==> config.mk <==
export PLATFORM = sky130hd
export DESIGN_NAME = uart_tx_arbiter_flat
export DESIGN_NICKNAME = d
export VERILOG_FILES = /design/src/rtl/uart_tx_arbiter_if.sv /design/src/rtl/uart_tx_arbiter.sv /design/src/flat_wrapper.sv
export SDC_FILE = /design/constraint.sdc
export NUM_CORES = 1
export LEC_CHECK = 0
export ABC_AREA = 1
export CORE_ASPECT_RATIO = 2
export CORE_MARGIN = 10
export CORE_UTILIZATION = 25
export CTS_CLUSTER_SIZE = 28
export DETAILED_ROUTE_END_ITERATION = 10
export DONT_BUFFER_PORTS = 1
export GPL_TIMING_DRIVEN = 1
export HOLD_SLACK_MARGIN = 0.1
export PLACE_DENSITY_LB_ADDON = 0.25
export SYNTH_ARGS = -nofsm -noshare
export SYNTH_HDL_FRONTEND = slang
export SYNTH_SLANG_ARGS = --single-unit
==> constraint.sdc <==
create_clock -name i_clk -period 2.4 [get_ports i_clk]
set_input_delay 0.48 -clock i_clk [delete_from_list [all_inputs] [get_ports i_clk]]
set_output_delay 0.48 -clock i_clk [all_outputs]
set_load 0.05 [all_outputs]
==> src/rtl/uart_tx_arbiter_if.sv <==
// Byte-stream bundle between the requesters, the arbiter and the UART TX channel.
// The master modport is the arbiter side; the slave modport is the environment side.
interface uart_tx_arbiter_if #(
  parameter int NUM_SRC = 4
);
  logic [8*NUM_SRC-1:0] src_data;
  logic [NUM_SRC-1:0]   src_valid;
  logic [NUM_SRC-1:0]   src_last;
  logic [NUM_SRC-1:0]   src_ready;
  logic [7:0]           out_data;
  logic                 out_valid;
  logic                 out_ready;

  modport master (
    input  src_data, src_valid, src_last, out_ready,
    output src_ready, out_data, out_valid
  );

  modport slave (
    output src_data, src_valid, src_last, out_ready,
    input  src_ready, out_data, out_valid
  );
endinterface

==> src/rtl/uart_tx_arbiter.sv <==
// Round-robin packet arbiter sharing one UART TX channel among NUM_SRC byte streams.
// Optional source tag byte before each packet when UART_ARB_SRC_TAG_EN is defined.
module uart_tx_arbiter #(
  parameter int NUM_SRC       = 4,
  parameter int MAX_PKT_BYTES = 256,
  parameter int GAP_CYCLES    = 17360
) (
  input  logic               i_clk,
  input  logic               i_rst,
  uart_tx_arbiter_if.master  bus,
  output logic [2:0]         o_grant_id,
  output logic               o_busy
);

  localparam int BCW = $clog2(MAX_PKT_BYTES + 1);
  localparam int GCW = $clog2(GAP_CYCLES);
  localparam logic [BCW-1:0] MAX_CNT  = BCW'(MAX_PKT_BYTES);
  localparam logic [GCW-1:0] GAP_LOAD = GCW'(GAP_CYCLES - 1);
  localparam logic [2:0]     LAST_SRC = 3'(NUM_SRC - 1);

  typedef enum logic [1:0] {
    ST_IDLE = 2'd0,
`ifdef UART_ARB_SRC_TAG_EN
    ST_TAG  = 2'd1,
`endif
    ST_SEND = 2'd2,
    ST_GAP  = 2'd3
  } state_t;

  state_t           r_state;
  logic [2:0]       r_rr_ptr;
  logic [2:0]       r_grant_id;
  logic [BCW-1:0]   r_byte_cnt;
  logic [GCW-1:0]   r_gap_cnt;

  logic [7:0]       w_valid_pad;
  logic [7:0]       w_last_pad;
  logic [63:0]      w_data_pad;
  logic             w_gnt_valid;
  logic             w_gnt_last;
  logic [7:0]       w_gnt_data;
  logic             w_take;
  logic [BCW-1:0]   w_cnt_inc;
  logic             w_pkt_end;
  logic             w_hit;
  logic [2:0]       w_pick;
  logic [2:0]       w_idx;
  logic [7:0]       w_out_data;
  logic             w_out_valid;
  logic [7:0]       w_ready_pad;

  // Pad the per-source vectors to 8 lanes so a 3-bit grant index selects cleanly.
  always_comb begin
    w_valid_pad = 8'd0;
    w_last_pad  = 8'd0;
    w_data_pad  = 64'd0;
    w_valid_pad[NUM_SRC-1:0]   = bus.src_valid;
    w_last_pad[NUM_SRC-1:0]    = bus.src_last;
    w_data_pad[8*NUM_SRC-1:0]  = bus.src_data;
  end

  assign w_gnt_valid = w_valid_pad[r_grant_id];
  assign w_gnt_last  = w_last_pad[r_grant_id];
  assign w_gnt_data  = w_data_pad[{r_grant_id, 3'b000} +: 8];
  assign w_take      = (r_state == ST_SEND) & w_gnt_valid & bus.out_ready;
  assign w_cnt_inc   = r_byte_cnt + BCW'(1);
  assign w_pkt_end   = w_gnt_last | (w_cnt_inc == MAX_CNT);

  // Round-robin scan: first requester after the last granted source wins.
  always_comb begin
    w_hit  = 1'b0;
    w_pick = 3'd0;
    w_idx  = 3'd0;
    for (int k = 1; k <= NUM_SRC; k++) begin
      w_idx = 3'((int'(r_rr_ptr) + k) % NUM_SRC);
      if (!w_hit && w_valid_pad[w_idx]) begin
        w_pick = w_idx;
        w_hit  = 1'b1;
      end else begin
        w_pick = w_pick;
      end
    end
  end

  // Output mux; src_ready is zero-latency because the channel samples as it pulses ready.
  always_comb begin
    w_out_data  = 8'd0;
    w_out_valid = 1'b0;
    w_ready_pad = 8'd0;
    case (r_state)
      ST_SEND: begin
        w_out_data              = w_gnt_data;
        w_out_valid             = w_gnt_valid;
        w_ready_pad[r_grant_id] = bus.out_ready & w_gnt_valid;
      end
`ifdef UART_ARB_SRC_TAG_EN
      ST_TAG: begin
        w_out_data  = {5'b10100, r_grant_id};
        w_out_valid = 1'b1;
      end
`endif
      default: begin
        w_out_data  = 8'd0;
        w_out_valid = 1'b0;
      end
    endcase
  end

  assign bus.out_data  = w_out_data;
  assign bus.out_valid = w_out_valid;
  assign bus.src_ready = w_ready_pad[NUM_SRC-1:0];
  assign o_grant_id    = r_grant_id;
  assign o_busy        = (r_state != ST_IDLE);

  // Packet FSM: grant, forward one packet, then hold the channel idle for the gap.
  always_ff @(posedge i_clk) begin
    if (i_rst) begin
      r_state    <= ST_IDLE;
      r_rr_ptr   <= LAST_SRC;
      r_grant_id <= 3'd0;
      r_byte_cnt <= '0;
      r_gap_cnt  <= '0;
    end else begin
      case (r_state)
        ST_IDLE: begin
          if (w_hit) begin
            r_grant_id <= w_pick;
            r_byte_cnt <= '0;
`ifdef UART_ARB_SRC_TAG_EN
            r_state    <= ST_TAG;
`else
            r_state    <= ST_SEND;
`endif
          end
        end
`ifdef UART_ARB_SRC_TAG_EN
        ST_TAG: begin
          if (bus.out_ready) begin
            r_state <= ST_SEND;
          end
        end
`endif
        ST_SEND: begin
          // An empty granted source simply stalls here; the grant is kept.
          if (w_take) begin
            r_byte_cnt <= w_cnt_inc;
            if (w_pkt_end) begin
              r_rr_ptr  <= r_grant_id;
              r_gap_cnt <= GAP_LOAD;
              r_state   <= ST_GAP;
            end
          end
        end
        ST_GAP: begin
          if (r_gap_cnt == '0) begin
            r_state <= ST_IDLE;
          end else begin
            r_gap_cnt <= r_gap_cnt - GCW'(1);
          end
        end
        default: begin
          r_state <= ST_IDLE;
        end
      endcase
    end
  end

endmodule

==> src/flat_wrapper.sv <==
// flat-port wrapper written by rule: the top's interface ports become plain ports
module uart_tx_arbiter_flat 
#(
  parameter int NUM_SRC       = 4,
  parameter int MAX_PKT_BYTES = 256,
  parameter int GAP_CYCLES    = 17360
)
  (i_clk, i_rst, o_grant_id, o_busy, bus_src_data, bus_src_valid, bus_src_last, bus_out_ready, bus_src_ready, bus_out_data, bus_out_valid);
  uart_tx_arbiter_if #(.NUM_SRC(NUM_SRC)) bus_i ();
  input  logic i_clk;
  input  logic i_rst;
  output logic [2:0] o_grant_id;
  output logic o_busy;
  input wire logic [$bits(bus_i.src_data)-1:0] bus_src_data;
  input wire logic [$bits(bus_i.src_valid)-1:0] bus_src_valid;
  input wire logic [$bits(bus_i.src_last)-1:0] bus_src_last;
  input wire logic [$bits(bus_i.out_ready)-1:0] bus_out_ready;
  output wire logic [$bits(bus_i.src_ready)-1:0] bus_src_ready;
  output wire logic [$bits(bus_i.out_data)-1:0] bus_out_data;
  output wire logic [$bits(bus_i.out_valid)-1:0] bus_out_valid;
  assign bus_i.src_data = bus_src_data;
  assign bus_i.src_valid = bus_src_valid;
  assign bus_i.src_last = bus_src_last;
  assign bus_i.out_ready = bus_out_ready;
  assign bus_src_ready = bus_i.src_ready;
  assign bus_out_data = bus_i.out_data;
  assign bus_out_valid = bus_i.out_valid;
  uart_tx_arbiter #(.NUM_SRC(NUM_SRC), .MAX_PKT_BYTES(MAX_PKT_BYTES), .GAP_CYCLES(GAP_CYCLES)) u_core (.i_clk(i_clk), .i_rst(i_rst), .bus(bus_i), .o_grant_id(o_grant_id), .o_busy(o_busy));
endmodule
Word-level counts from Yosys, hierarchy flattened
Index checks and enable logic that the tools add are counted.

Logic and storage cells: 93. Output and inout port bits: 17. Bits of input ports: 43. Register bits: 31.

$add $sub $neg: 6. Mux-type cells: 37. Eq/ne operators: 8. Bitwise operators: 9. Shift operators: 1. Reduce and logical (&&, ||, !) cells: 21. $lt $le $gt $ge: 6.

Operator list (count): indexed part select 64 x 7 -> 8 bit (1); 2-to-1 mux 15 bit (3); case mux 15 bit (2 select lines) (1); < comparator 3 x 4 -> 1 bit, second input constant (5); binary-select mux 1 bit (select 3 bit) (6); 2-to-1 mux 9 bit (2); case mux 9 bit (2 select lines) (1); logical NOT 15 bit (1); subtractor 15 x 1 -> 15 bit, second input constant (1); 2-to-1 mux 1 bit (12); 2-to-1 mux 3 bit (4); adder 9 x 1 -> 9 bit, second input constant (1); equality test 9 bit, second input constant (1); 2-to-1 mux 2 bit (4); 2-to-1 mux 8 bit (1); inequality test 2 x 1 -> 1 bit, second input constant (4); AND reduction 4 bit (2); OR reduction 2 bit (4); case mux 2 bit (3 select lines) (1); AND reduction 3 bit (2); nonzero test 2 bit (3); adder 2 x 1 -> 2 bit, second input constant (2); adder 2 bit, second input constant (2); AND 1 bit, first input constant (4); 12 further kinds (20).

Logic depth before layout (Yosys ltp)
Gate-level depths: netlist of run 1.

Depth after elaboration: 17. Mapped depth: 16. Depth with buffers taken out: 15.

Worst setup path before layout of run 1
No wires, ideal clock.

Path kind: flip-flop to output port. From: register u_core.r_grant_id[0] (netlist: u_core.o_grant_id[0]). To: output bus_src_ready[0]. Data required time: 1.920 ns. Buffers on the path: 1. Path slack: -0.979 ns. Arrival time: 2.899 ns. Stages on the path, launching flop included: 10. Cell sequence: dfxtp_1 buf_4 inv_2 nor2_4 a22oi_1 o21ai_0 nand2_1 inv_1 nand2_4 nor3_1.

Longest elaborated chain between the ends: 6. Elaborated cells between the ends (all ways): 10. Those cells by class: 2 x order compare; 5 x mux; 2 x bitwise; 1 x reduce/logical.

Ends and longest elaborated chain: start, declared (line uart_tx_arbiter.sv:32) `logic [2:0] r_grant_id;`; start signal, assigned (line uart_tx_arbiter.sv:127) `r_grant_id <= w_pick;`; < comparator 3 x 4 -> 1 bit (implied by the code) / greater-or-equal comparator 3 x 1 -> 1 bit (equally long branches) (line uart_tx_arbiter.sv:94) `w_ready_pad[r_grant_id] = bus.out_ready & w_gnt_valid;`; logical AND 1 bit (implied by the code) (line uart_tx_arbiter.sv:94); 2-to-1 mux 1 bit (implied by the code) (line uart_tx_arbiter.sv:94); demux 1 bit (select 3 bit); AND 4 bit (no source line) *; 2-to-1 mux 4 bit * (line uart_tx_arbiter.sv:90) `case (r_state)`; end, declared (line flat_wrapper.sv:18) `output wire logic [$bits(bus_i.src_ready)-1:0] bus_src_ready;`.

Every way passes the cells marked *; elsewhere a longest branch is shown, timed or not. The select of a mux whose other input is x is not followed.

Worst setup path in the final report of run 1
Ends and elaborated chain as after synthesis.

==> metrics.txt, run 1 <==
run status finished, final reports clean; largest family of logic cells by synthesized area simple AND/OR/NAND/NOR gates; first-pass GRT wire length 12200 um; final WL 7180 um; Final Skew 4.26 ps; CTS Hold Buffers Added 0; worst hold start i_rst; worst-skew pair later-pin latency 280 ps; Worst Hold End u_core.r_state[0]; Seq/Total Area, Yosys 25.6%; clock-pin slew on the worst setup and hold paths 50 ps; share of layout cells above drive strength 1 15.6%; count of cell types in the netlist 31; Post-route DRC 0; Post-Synth Adder-Cell Area 2.13%; number of antenna violations at the first check in global routing 0; Synth-to-Final Area Change 22.9%; post-synthesis xor/xnor area fraction 2.61%; Worst-Margin Slew 587 ps; Die Y 157 um; fillers 1032; die area 0.0139 mm^2; Hold WC Path Type in2reg; final slew viol count 0; Core Rows 50; setup repair after global routing missed its margin yes; grt ovf 0; Max-Cap Viols 0; Yosys reg bits 30; GRT Resource Usage Total 11.1%; worst rel slew slack 60.9%; Static Leakage 1.34 nW; syn_area_per_cell 6.08 um^2; Iteration-0 DRC Markers 109; 1st-pass router iterations 6; Clock Tree Buf Depth 2; commonest non-fill, non-tap cell in the layout nor2_1; GP Congestion 0.789; H-tree levels 2; area of the core 0.00926 mm^2; reg2reg path depth 15; area leader, netlist dfxtp_1; Peak Freq 441 MHz; post-synth top area share 25.6%; Mapped Area 0.00235 mm^2; clock buffer count from CTS 5; Critical Path AT 1790 ps; crit-path max cell delay 410 ps; hpwl dp 5750 um; fin util 31.2%; data required time of the worst path 1920 ps; Crit path max-delay family simple AND/OR/NAND/NOR gates; min Tclk post-route 2270 ps; non-filler cells in the finished layout 508; hold depth 1; Slowest-stage cell, CP dfxtp_4; CTS root buffer clkbuf_16; vias in the first global route 2586; crit path launch type flip-flop; Fin. Hold Viols 0; CP Buf/Inv Count 3; Net Count, Synth 433; Max VDD drop 0.279 mV; Finish-stage setup viols 0; commonest cells after routing, fill and taps aside nor2_1 (70), nand2_1 (67), inv_1 (45); reg2reg setup slack 460 ps; Mapped Cells 386; RR Endpoint u_core.r_gap_cnt[2]; drt wl/cell 14.1 um; CP max FO 8; CP Class reg2out; Num Clock Sinks 30; cells along the critical path inv_4 -> nor2_4 -> a22oi_1 -> o21ai_1 -> nand2_1 -> clkinvlp_4 -> nand2_8 -> nor3_4 -> buf_12; Post-DRT Antenna Nets 0; Via Count 2483; Boundary Pins 60; post-synthesis mux area share 0%; Synth Area in Simple Gates 40.5%; chip width 88.5 um; dpl cells 497; pwr/cell area 752 mW/mm^2; yosys warns 0; crit path capture type output port; Initial Util 25.4%; Compound-Gate Fraction of Synth Area 16.6%; Final nets 450; Ant. Diodes 0; Final Cycle Share 94.6%; PortBufs 0; DR vias/cell 4.89; top cells by area, synth dfxtp_1 (26%), nor2_1 (11%), nand2_1 (11%); Reg2Reg Launch Point u_core.r_byte_cnt[1]; CTS tree yes; pin count of the biggest net entering global routing 31
## synth_stat cells, drive strengths merged
| master | instances |
|---|---|
| a21oi | 17 |
| a221oi | 1 |
| a22oi | 12 |
| a31oi | 9 |
| buf | 13 |
| clkbuf | 4 |
| clkinv | 1 |
| conb | 1 |
| dfxtp | 30 |
| ha | 4 |
| inv | 48 |
| nand2 | 72 |
| nand3 | 47 |
| nand4 | 8 |
| nor2 | 74 |
| nor3 | 8 |
| nor4 | 1 |
| o211ai | 2 |
| o21ai | 27 |
| xnor2 | 1 |
| xor2 | 6 |
## per-layer routing
layer	GRT usage [%]	up-vias	wire length, um
met5	0	-	0
met4	5.27	0	182
met3	3.57	10	469
met2	21.5	69	3970
met1	9.62	1105	2550
li1	-	1299	-
## through the flow
step                setup TNS [ps]  power [W]  setup WS (ps)  hold slack [ps]  area [um^2]
CTS                              0    0.00220            109              253         2890
detailed placement               0    0.00155            250              554         2730
global placement                 0    0.00154            261              525         2730
global route                 -87.8    0.00233          -31.9              253         2890
finish                           0    0.00217            130              261         2890
floorplan                        0    0.00133           2.92              497         2460
## worst max-delay path by stage
stage                                     from               end  slack (ps)  cells past startpoint
final                     u_core.o_grant_id[0]  bus_src_ready[0]         130                      9
after global routing         u_core.r_state[1]   bus_out_data[7]         -30                      5
after CTS                 u_core.o_grant_id[0]  bus_src_ready[0]         110                      9
after detailed placement  u_core.o_grant_id[0]  bus_src_ready[0]         250                      8
after global placement    u_core.o_grant_id[0]  bus_src_ready[0]         260                      8
after floorplan           u_core.o_grant_id[0]  bus_src_ready[0]           3                      9
## registers in the layout, indices dropped and copies added (netlist names)
signal	flops
u_core.r_gap_cnt	15
u_core.r_byte_cnt	9
u_core.o_grant_id	2
u_core.r_rr_ptr	2
u_core.r_state	2
## power breakdown
group | switching, W | leakage (nW) | internal (W)
Combinational | 0.000612 | 1.03 | 0.000308
Sequential | 0.0000736 | 0.246 | 0.000558
Clock | 0.000234 | 0.0652 | 0.000386
Total | 0.000919 | 1.34 | 0.00125
## layout make-up
type	instances	area, um^2	share of cell area [%]
Sequential cell	30	606	21.0
Timing Repair Buffer	27	265	9.19
Tap cell	104	130	4.51
Multi-Input combinational cell	290	1560	54.0
Inverter	49	190	6.59
Clock buffer	8	136	4.72
## cell families after synthesis
logic type      after synthesis
flops                        30
fa+ha+maj                     4
other cells                   1
xor+xnor                      7
buf+inv                      66
compound gates               68
simple gates                210
## timing repair
| action | 4_1_cts | 5_1_grt |
|---|---|---|
| gates cloned | 0 | 0 |
| endpoints found under the setup margin | 4 | 7 |
| pin swaps | 1 | 0 |
| setup buffers | 3 | 0 |
| resized for setup | 0 | 0 |
Power figures use the tool's default switching activity.
==> run 2: changes to the inputs <==
- CORE_MARGIN: 10 -> 2
==> run 2 against run 1 <==
  * Flip-flop and latch count did not move
  * Clock power fell by 4.4%
  * Clock skew rose by 0.97 ps
  * First-iteration DRC count rose by 3.7%
  * Via count rose by 1.8%
  * Routed wire length is 8.6% lower
  * Hold slack improved by 4.4 ps
  * Clock-buffer cell count is 1 lower
  * Sequential share of layout area barely moved
  * Register-to-register slack worse by 20 ps
==> metrics.txt, run 2 (same netlist as run 1, synthesis figures left out) <==
area of the core 0.00926 mm^2 (unchanged); clock buffer count from CTS 5 (unchanged); Final Skew 5.23 ps (+0.966 ps); Ant. Diodes 0 (unchanged); Max VDD drop 0.347 mV (+24%); DR vias/cell 4.98 (+2.0%); Die Y 141 um (-10%); Iteration-0 DRC Markers 113 (+3.7%); CP max FO 14 (+6); Peak Freq 444 MHz (+0.71%); commonest cells after routing, fill and taps aside nor2_1 (70), nand2_1 (67), inv_1 (45); Initial Util 25.4% (unchanged); Hold WC Path Type in2reg; setup repair after global routing missed its margin yes; CTS tree yes; Fin. Hold Viols 0 (unchanged); Critical Path AT 1770 ps (-20 ps); Crit path max-delay family buffers and inverters; non-filler cells in the finished layout 507 (-0.20%); Worst-Margin Slew 597 ps (+10.5 ps); PortBufs 0 (unchanged); commonest non-fill, non-tap cell in the layout nor2_1; pin count of the biggest net entering global routing 31 (unchanged); Via Count 2527 (+1.8%); CTS root buffer clkbuf_16; worst-skew pair later-pin latency 280 ps (about the same); Final Cycle Share 93.9% (-0.66 points); Core Rows 50 (unchanged); final slew viol count 0 (unchanged); pwr/cell area 742 mW/mm^2 (-1.4%); Synth-to-Final Area Change 22.7%; worst hold start i_rst; total power 0.00214 W (-1.5%); 1st-pass router iterations 4 (-2); Finish-stage setup viols 0 (unchanged); Worst Hold End u_core.r_state[0]; Num Clock Sinks 30 (unchanged); placed cell areas 0.00274 mm^2 (+0.27%); Max-Cap Viols 0 (unchanged); GRT Resource Usage Total 13.6% (+2.5 points); cells along the critical path inv_1 -> nor2_1 -> inv_1 -> a31oi_2 -> buf_4; RR Endpoint u_core.r_gap_cnt[2]; data required time of the worst path 1920 ps (about the same); Boundary Pins 60 (unchanged); final WL 6560 um (-8.6%); reg2reg setup slack 440 ps (-20 ps); die area 0.0102 mm^2 (-26%); clock-pin slew on the worst setup and hold paths 50 ps (about the same); run status finished, final reports clean; Reg2Reg Launch Point u_core.r_byte_cnt[1]; crit path launch type flip-flop; crit path capture type output port; finished layout cell area 0.00288 mm^2 (-0.13%); GP Congestion 0.818 (+3.7%); fin util 31.1% (-0.041 points); largest registers u_core.r_gap_cnt (15), u_core.r_byte_cnt (9); fillers 1050 (+1.7%); H-tree levels 2 (unchanged); Post-route DRC 0 (unchanged); reg2reg path depth 15 (unchanged); crit-path max cell delay 360 ps (-50 ps); CP Class reg2out; hpwl dp 5130 um (-11%); Fin Setup TNS 0 ps (unchanged); worst rel slew slack 60.2% (-0.70 points); number of antenna violations at the first check in global routing 0 (unchanged); share of layout cells above drive strength 1 15.6% (+0.039 points); dpl cells 498 (+0.20%); Static Leakage 1.34 nW (about the same); Slowest-stage cell, CP inv_1; area of the multi-input gates 0.00156 mm^2 (unchanged); Final nets 450 (unchanged); CP Buf/Inv Count 3 (unchanged); Storage cell area 606 um^2 (unchanged); grt ovf 0 (unchanged); max FFs per register 15 (unchanged); chip width 72.5 um (-18%); vias in the first global route 2485 (-3.9%); first-pass GRT wire length 11100 um (-9.0%); Clock Tree Buf Depth 2 (unchanged); most frequent CP cell inv_1; Post-DRT Antenna Nets 0 (unchanged); min Tclk post-route 2250 ps (-15.9 ps); hold depth 1 (unchanged); Top reg by flops u_core.r_gap_cnt; drt wl/cell 12.9 um (-8.4%)
-- run 2: cell types whose count changed in the layout (fill, tap and decap cells not counted) --
cell / previous run / this run
clkbuf_1: 3 / 2
-- run 2: worst max-delay path by stage --
stage                               from          endpoint  slack, ps  cells past startpoint
CTS                    u_core.r_state[1]   bus_out_data[4]         90                      5
finish                 u_core.r_state[1]   bus_out_data[6]        150                      5
detailed placement  u_core.o_grant_id[0]  bus_src_ready[0]        300                      9
global route           u_core.r_state[1]   bus_out_data[7]        -90                      5
floorplan           u_core.o_grant_id[0]  bus_src_ready[0]          3                      9
global placement    u_core.o_grant_id[0]  bus_src_ready[0]        310                      9
-- run 2: power breakdown --
part	total, W	internal, W	switching (W)
Combinational	0.000910	0.000309	0.000602
Clock	0.000592	0.000378	0.000214
Sequential	0.000635	0.000559	0.0000767
-- run 2: what timing repair did --
action / 4_1_cts / 5_1_grt
setup endpoints to repair: 1 / 8
resized for setup: 0 / 0
hold buffers: 0 / 0
pin swaps: 0 / 0
setup buffers: 2 / 0
-- run 2: metal layers --
metal,wire length [um],GRT usage [%],vias up
met2,3860,27.8,61
met1,2350,12.5,1159
met5,0,0,-
met4,109,4.97,0
met3,241,2.43,8
li1,-,-,1299
-- run 2: layout make-up --
type / count / share of cell area (%)
repair buffers: 27 / 9.20
clock buffers: 7 / 4.60
flip-flops and latches: 30 / 21.0
inverters: 49 / 6.60
well taps: 104 / 4.51
multi-input cells: 290 / 54.1
-- run 2: through the flow --
stage               hold WS [ps]  setup WS (ps)
floorplan                    497           2.92
global placement             529            312
detailed placement           542            299
CTS                          261           92.3
global route                 262          -89.8
finish                       266            146
==> run 3: changes to the inputs <==
- CORE_UTILIZATION: 25 -> 40
==> run 3 against run 2 <==
  * Sequential share of layout area grew 0.61 points
  * Clock-buffer cell count is 2 lower
  * Core utilization increased by 18 points
  * Die area down 36%
  * Final cell count shrank 9.3%
  * First-iteration DRC count is 39% lower
  * Critical path type unchanged
  * Critical endpoint is now bus_out_data[3]
==> metrics.txt, run 3 (same netlist as run 1, synthesis figures left out) <==
post-CTS sizing 0 (unchanged); pwr/cell area 756 mW/mm^2 (+2.0%); crit-path max cell delay 360 ps (about the same); crit path launch type flip-flop; Fin. Hold Viols 0 (unchanged); Slowest-stage cell, CP inv_1; Max VDD drop 0.546 mV (+57%); die area 0.00654 mm^2 (-36%); Static Leakage 1.33 nW (-1.1%); min Tclk post-route 2290 ps (+34.1 ps); Synth-to-Final Area Change 19.3%; PortBufs 0 (unchanged); fillers 601 (-43%); Finish-stage setup viols 0 (unchanged); sequential power share 29.7% (about the same); cells along the critical path inv_1 -> nor2_1 -> inv_1 -> a31oi_2 -> buf_4; CP max FO 14 (unchanged); GP Congestion 0.821 (+0.33%); Ant. Diodes 0 (unchanged); Clock Power Share 28.5% (+0.8 points); commonest non-fill, non-tap cell in the layout nor2_1; data required time of the worst path 1920 ps (about the same); Peak Freq 437 MHz (-1.5%); hpwl dp 4770 um (-6.9%); Pint 0.00123 W (-1.6%); Critical Path AT 1810 ps (+40 ps); Die Y 112 um (-20%); Iteration-0 DRC Markers 69 (-39%); most frequent CP cell inv_1; Worst-Margin Slew 572 ps (-24.6 ps); drt wl/cell 13.1 um (+1.3%); 1st-pass router iterations 4 (unchanged); commonest cells after routing, fill and taps aside nor2_1 (70), nand2_1 (67), inv_1 (45); pin count of the biggest net entering global routing 31 (unchanged); Clock Tree Buf Depth 2 (unchanged); Via Count 2480 (-1.9%); CTS tree yes; DR vias/cell 5.39 (+8.2%); Final nets 446 (-0.89%); Sw Ratio 42.1% (+0.40 points); vias in the first global route 2395 (-3.6%); Final Skew 4.24 ps (-0.985 ps); H-tree levels 2 (unchanged); Core Rows 39 (-22%); chip width 58.2 um (-20%); clock-pin slew on the worst setup and hold paths 50 ps (about the same); Top reg by flops u_core.r_gap_cnt; CP Class reg2out; first-pass GRT wire length 10300 um (-7.5%); Max-Cap Viols 0 (unchanged); number of antenna violations at the first check in global routing 0 (unchanged); Boundary Pins 60 (unchanged); CTS root buffer clkbuf_16; P_sw 0.000893 W (about the same); Hold WC Path Type in2reg; worst-skew pair later-pin latency 280 ps (about the same); final WL 6030 um (-8.1%); Num Clock Sinks 30 (unchanged); Final Cycle Share 95.3% (+1.4 points); share of layout cells above drive strength 1 15.3% (-0.34 points); worst rel slew slack 61.8% (+1.6 points); clock buffer count from CTS 5 (unchanged); max FFs per register 15 (unchanged); grt ovf 0 (unchanged); setup repair after global routing missed its margin yes; area of the core 0.00571 mm^2 (-38%); run status finished, final reports clean; Hold Slack 275 ps (+9.40 ps); Comb pwr share 41.8% (-0.8 points); CP Buf/Inv Count 3 (unchanged); GRT Resource Usage Total 20.2% (+6.6 points); Crit path max-delay family buffers and inverters; largest registers u_core.r_gap_cnt (15), u_core.r_byte_cnt (9); Setup WS pre-CTS 360 ps (+60.2 ps); Initial Util 41.1% (+16 points); crit path capture type output port; Post-DRT Antenna Nets 0 (unchanged); Post-route DRC 0 (unchanged); final slew viol count 0 (unchanged); worst setup slack after layout 112 ps (-34.1 ps)
## run 3: cell types whose count changed in the layout (fill, tap and decap cells not counted)
cell / before / now
buf_4: 22 / 18
clkbuf_1: 2 / 0
clkinv_2: 0 / 2
## run 3: layout make-up
| cell class | instances | area (um^2) | area share, % |
|---|---|---|---|
| Clock buffer | 5 | 125 | 4.47 |
| Timing Repair Buffer | 23 | 235 | 8.40 |
| Sequential cell | 30 | 606 | 21.6 |
| Clock inverter | 2 | 10.0 | 0.357 |
| Multi-Input combinational cell | 290 | 1560 | 55.6 |
| Inverter | 49 | 190 | 6.79 |
| Tap cell | 61 | 76.3 | 2.72 |
## run 3: per-layer routing
layer	up-vias	wire length, um	global-route usage [%]
met3	10	283	3.80
met4	0	153	8.99
met2	74	3510	41.3
met5	-	0	0
li1	1295	-	-
met1	1101	2090	17.4
## run 3: worst paths after layout
check	start	end	slack, ps	cells past startpoint
max	u_core.r_state[1]	bus_out_data[3]	110	5
min	i_rst	u_core.r_state[0]	280	1
max reg2reg	u_core.r_byte_cnt[1]	u_core.r_gap_cnt[2]	490	15
min reg2reg	u_core.r_byte_cnt[8]	u_core.r_byte_cnt[8]	550	2
## run 3: repair_timing
item                                   in CTS  in global routing
endpoints found under the hold margin       0                  0
hold buffers                                0                  0
setup endpoints to repair                   0                 11
buffers inserted                            0                  1
## run 3: worst register-to-register path, stage by stage (launching register included)
cell     delay, ps
dfxtp_1        410
ha_1           250
nand3_2        120
nor2_2         140
nand2_1         60
nand2_1         60
nand2_1         60
nor2_1         110
nand2_1         80
nand2_1         70
nand2_2         60
buf_12         170
nand2_2         70
nand2_1         50
nand2_1         50
nand2_1         40
## run 3: power groups by stage
stage                     registers [W]  clock network (W)  logic [W]
final                          0.000629           0.000603   0.000887
after global routing           0.000639           0.000639   0.000993
after CTS                      0.000629           0.000621   0.000885
after detailed placement       0.000640                  0   0.000881
after global placement         0.000638                  0   0.000874
after floorplan                0.000636                  0   0.000693
## run 3: through the flow
stage | TNS (ps) | instance area, um^2 | instances | utilization [%] | power [W]
global route | -128 | 2800 | 460 | 49.1 | 0.00227
CTS | 0 | 2790 | 459 | 48.9 | 0.00214
floorplan | 0 | 2460 | 386 | - | 0.00133
finish | 0 | 2800 | 460 | 49.1 | 0.00212
global placement | 0 | 2660 | 452 | 46.6 | 0.00151
detailed placement | 0 | 2660 | 452 | 46.6 | 0.00152
